<file path="src/rtl/usr8_tx_ctrl.sv">
// Byte serializer sequencing an external 8-bit universal shift register.
// Optional macro USR_TX_PARITY_EN appends an even-parity bit per byte.
module usr8_tx_ctrl #(
  parameter int   WIDTH = 8,
  parameter int   CNT_W = 4,
  parameter logic FILL  = 1'b0
) (
  input  logic             clk,
  input  logic             rst,
  input  logic             in_valid,
  output logic             in_ready,
  input  logic [WIDTH-1:0] in_data,
  input  logic             in_msb_first,
  output logic [1:0]       usr_select,
  output logic [WIDTH-1:0] usr_pload,
  output logic             usr_l_in,
  output logic             usr_r_in,
  input  logic [WIDTH-1:0] usr_q,
  output logic             ser_out,
  output logic             ser_valid,
  output logic             ser_last,
  output logic             busy
);

  typedef enum logic [1:0] {
    S_IDLE,
    S_LOAD,
`ifdef USR_TX_PARITY_EN
    S_SHIFT,
    S_PARITY
`else
    S_SHIFT
`endif
  } state_e;

  localparam logic [CNT_W-1:0] CNT_LAST =
    CNT_W'(WIDTH - 1);

  state_e           state_q, state_d;
  logic [WIDTH-1:0] pload_q, pload_d;
  logic             msb_q, msb_d;
  logic [CNT_W-1:0] cnt_q, cnt_d;
  logic [1:0]       sel_q, sel_d;
  logic             ready_q, ready_d;
  logic             busy_q, busy_d;
  logic             cnt_end;

  // Only the two end bits of the USR are ever observed.
  logic unused_q_mid;
  assign unused_q_mid = ^usr_q[WIDTH-2:1];

  assign cnt_end = (cnt_q == CNT_LAST);

  always_comb begin
    state_d = state_q;
    pload_d = pload_q;
    msb_d   = msb_q;
    cnt_d   = cnt_q;
    unique case (state_q)
      S_IDLE: begin
        if (in_valid) begin
          pload_d = in_data;
          msb_d   = in_msb_first;
          state_d = S_LOAD;
        end
      end
      S_LOAD: begin
        cnt_d   = '0;
        state_d = S_SHIFT;
      end
      S_SHIFT: begin
        if (cnt_end) begin
          cnt_d = '0;
`ifdef USR_TX_PARITY_EN
          state_d = S_PARITY;
`else
          state_d = S_IDLE;
`endif
        end else begin
          cnt_d = cnt_q + 1'b1;
        end
      end
`ifdef USR_TX_PARITY_EN
      S_PARITY: state_d = S_IDLE;
`endif
      default: state_d = S_IDLE;
    endcase
  end

  // Registered handshake/select follow the next state.
  always_comb begin
    sel_d   = 2'b00;
    ready_d = (state_d == S_IDLE);
    busy_d  = (state_d != S_IDLE);
    unique case (1'b1)
      (state_d == S_LOAD):  sel_d = 2'b11;
      (state_d == S_SHIFT): sel_d = msb_d ? 2'b10 : 2'b01;
      default:              sel_d = 2'b00;
    endcase
  end

  always_ff @(posedge clk) begin
    if (rst) begin
      state_q <= S_IDLE;
      pload_q <= '0;
      msb_q   <= 1'b0;
      cnt_q   <= '0;
      sel_q   <= 2'b00;
      ready_q <= 1'b1;
      busy_q  <= 1'b0;
    end else begin
      state_q <= state_d;
      pload_q <= pload_d;
      msb_q   <= msb_d;
      cnt_q   <= cnt_d;
      sel_q   <= sel_d;
      ready_q <= ready_d;
      busy_q  <= busy_d;
    end
  end

  always_comb begin
    ser_out   = 1'b0;
    ser_valid = 1'b0;
    ser_last  = 1'b0;
    unique case (state_q)
      S_SHIFT: begin
        ser_valid = 1'b1;
        ser_out   = msb_q ? usr_q[WIDTH-1] : usr_q[0];
`ifndef USR_TX_PARITY_EN
        ser_last  = cnt_end;
`endif
      end
`ifdef USR_TX_PARITY_EN
      S_PARITY: begin
        ser_valid = 1'b1;
        ser_out   = ^pload_q;
        ser_last  = 1'b1;
      end
`endif
      default: begin
        ser_valid = 1'b0;
      end
    endcase
  end

  assign in_ready   = ready_q;
  assign busy       = busy_q;
  assign usr_select = sel_q;
  assign usr_pload  = pload_q;
  assign usr_l_in   = FILL;
  assign usr_r_in   = FILL;

endmodule
</file>
<file path="config.mk">
export PLATFORM = sky130hd
export DESIGN_NAME = usr8_tx_ctrl
export DESIGN_NICKNAME = d
export VERILOG_FILES = /design/src/rtl/usr8_tx_ctrl.sv
export SDC_FILE = /design/constraint.sdc
export NUM_CORES = 1
export LEC_CHECK = 0
export ABC_AREA = 1
export CORE_MARGIN = 2
export CORE_UTILIZATION = 35
export DETAILED_ROUTE_END_ITERATION = 7
export PLACE_DENSITY = 0.67
export RECOVER_POWER = 100
export SYNTH_ARGS = -nofsm -noshare
export SYNTH_HDL_FRONTEND = slang
export SYNTH_SLANG_ARGS = --single-unit
</file>
<file path="constraint.sdc">
create_clock -name clk -period 2.6 [get_ports clk]
set_clock_uncertainty 0.05 [all_clocks]
set_input_delay 0.52 -clock clk [delete_from_list [all_inputs] [get_ports clk]]
set_output_delay 0.52 -clock clk [all_outputs]
set_load 0.005 [all_outputs]
</file>
==> impl_metrics.py <==
metrics = {
    "power_and_ir_drop": {
        "power_leakage_nw": 0.5533,
        "combPwrFrac": 0.386,
        "p_seq_frac": 0.442,
        "clkPwrFrac": 0.172,
        "power.density_nw_per_um2": 707.1,
        "intPower_uw": 566.9,
        "switching_share": 0.3401,
        "ir_worst_vdd_mv": 0.3694,
        "p_sw_uw": 292.2,
    },
    "route": {
        "wire_per_inst_um": 10.17,
        "drc_errors": 0,
        "vias": 766,
        "drt-total-wl_mm": 1.780,
        "dr.pass1.iters": 3,
        "ant_nets": 0,
        "drt_iter0_drc": 8,
        "via_per_inst": 4.377,
    },
    "status": {
        "status": "finished, final reports clean",
    },
    "timing": {
        "period_share": 0.9035,
        "max_freq_mhz": 425.7,
        "period_minus_slack_ps": 2349,
        "finalSetupViolCount": 0,
        "fin_tns_setup_ps": 0,
        "slew_viol_final": 0,
        "rsz0062_at_grt": "no",
        "finalHoldViolations": 0,
    },
    "final_layout": {
        "drive_above_1_share": 0.08966,
        "fillers": 253,
        "nets": 174,
        "syn_to_final_growth_pct": 34.49,
        "seqCellArea_sq_um": 380.4,
        "diodes": 0,
        "instances_no_fill": 175,
        "multi_input_area_sq_um": 421.7,
    },
    "floorplanning": {
        "ios": 37,
        "die-area_sq_um": 3004,
        "core_area_sq_um": 2455,
        "start_util": 0.3680,
        "die_h_um": 54.81,
        "rows": 18,
        "dieWidth_um": 54.81,
    },
    "place": {
        "place_inst": 171,
        "post-dp-hpwl_mm": 1.373,
        "gp_congestion": 0.7262,
        "io_buffer_count": 28,
    },
    "synth": {
        "ys_warn_count": 0,
        "synthTopCellsByArea": "dfxtp_1 42%, nor2_1 12%, ha_1 11%",
        "avgSynthCellArea_sq_um": 7.924,
        "synthesis.area_sq_um": 903.4,
        "synth_cells": 114,
        "synth_seq_cells": 19,
        "ys_seq_area_frac": 0.4211,
        "yosys.area.top_type_share": 0.4211,
        "synth_area_leader_cell": "dfxtp_1",
        "ys_types": 22,
    },
    "global_route": {
        "grt_use_total": 0.1471,
        "globalRouteOverflowTotal": 0,
        "grt_pass1_vias": 724,
        "antenna_found_initial": 0,
        "grt_max_degree": 12,
        "grt_pass1_wl_mm": 3.049,
    },
    "run": {
        "max_cap_viol_count": 0,
    },
    "cts": {
        "clock_sinks": 19,
        "cts_buffers": 3,
        "cts_max_path_buffers": 2,
        "postCtsSetupBuffers": 0,
        "clk_pin_slew_ps": 100,
        "hold_buffers": 0,
        "cts_tree": "yes",
        "post_cts_resized": 0,
        "cts_root_buffer": "clkbuf_4",
        "cts-htree-levels": 1,
        "clk-insertion-delay-late_ps": 300,
    },
    "setup_path": {
        "critPathCaptureType": "primary output",
        "arrival_ps": 1780,
        "cp.required_ps": 2030,
        "start_kind": "register",
        "critPathKind": "register to primary output",
        "crit_fanout": 7,
    },
    "hold_path": {
        "hp-class": "register to register",
    },
}
final timing paths:
kind | start | end | slack (ps) | cells past startpoint
hold reg to reg | usr_pload[3] | usr_pload[3] | 440 | 2
hold / removal | usr_pload[3] | usr_pload[3] | 440 | 2
setup reg to reg | state_q[0] | usr_pload[2] | 520 | 7
setup / recovery | state_q[0] | ser_last | 250 | 5
metal layers:
layer,share of wire,vias to the layer above,track usage
li1,-,408,-
met1,0.47,335,0.1808
met2,0.46,18,0.2321
met3,0.048,5,0.03279
met4,0.022,0,0.08750
met5,0,-,0
cell families (layout without fill, tap and decap cells):
kind of cell	Yosys count	in the layout	share of synthesized area
adder cells (fa/ha/maj)	8	8	0.1108
flip-flops	19	19	0.4210
buffers and inverters	20	50	0.1025
XOR/XNOR	1	1	0.009697
AO/OA/AOI/OAI	15	15	0.08726
AND/OR/NAND/NOR	50	50	0.2645
other	1	2	0.004151
final cells by class:
class | instances | share of cell area
multi-input combinational | 76 | 0.3471
inverter | 17 | 0.05355
clock buffer | 4 | 0.02163
timing repair buffer | 29 | 0.2338
tap | 30 | 0.03090
sequential | 19 | 0.3131
worst max-delay path, cell delays in order, from the launching register on:
cell	delay (ps)
dfxtp_1	340
inv_1	150
ha_2	280
inv_1	50
nor2_1	80
dlygate4sd3_1	570
cells in the final DEF, fill, tap and decap left out, drive strengths merged, types with 5 or more instances in the layout:
cell type      Yosys  routed
nor2              30      30
dlygate4sd3        0      15
nand2             12      12
dfxtp             19      19
clkdlybuf4s50      0      13
inv               17      16
o21ai             11      11
nand3              5       5
clkbuf             0       5
ha                 8       8
Yosys cell counts, drive strengths merged:
| master | count |
|---|---|
| dfxtp | 19 |
| nor3 | 2 |
| inv | 17 |
| xor2 | 1 |
| buf | 3 |
| nand2 | 12 |
| a21oi | 4 |
| nor2 | 30 |
| ha | 8 |
| o21ai | 11 |
| nand3 | 5 |
| conb | 1 |
| or2 | 1 |
metrics by stage:
stage	util	total power, mW	hold WS [ps]	worst slack [ps]	cell area, sq um
5_1_grt	0.4949	0.9427	468.7	92.76	1215
6_report	0.4949	0.8591	435.1	251.0	1215
3_5_place_dp	0.4913	0.7579	422.9	376.3	1206
2_1_floorplan	-	0.6136	427.2	816.7	907.1
4_1_cts	0.5020	0.9082	445.9	160.9	1232
3_3_place_gp	0.4913	0.7464	414.9	383.5	1206
sequential cells by signal, indices dropped and copies added, names as in the netlist:
signal and count:
in_ready 1, usr_pload 8, cnt_q 4, busy 1, usr_select 2, state_q 2
msb_q 1
power by group through the flow:
stage,Clock (mW),Sequential [mW],Combinational [mW]
after global placement,0,0.386,0.360
after detailed placement,0,0.389,0.369
final,0.148,0.380,0.331
after global routing,0.164,0.388,0.391
after floorplan,0,0.389,0.225
after CTS,0.155,0.383,0.371
Power figures use the tool's default switching activity.
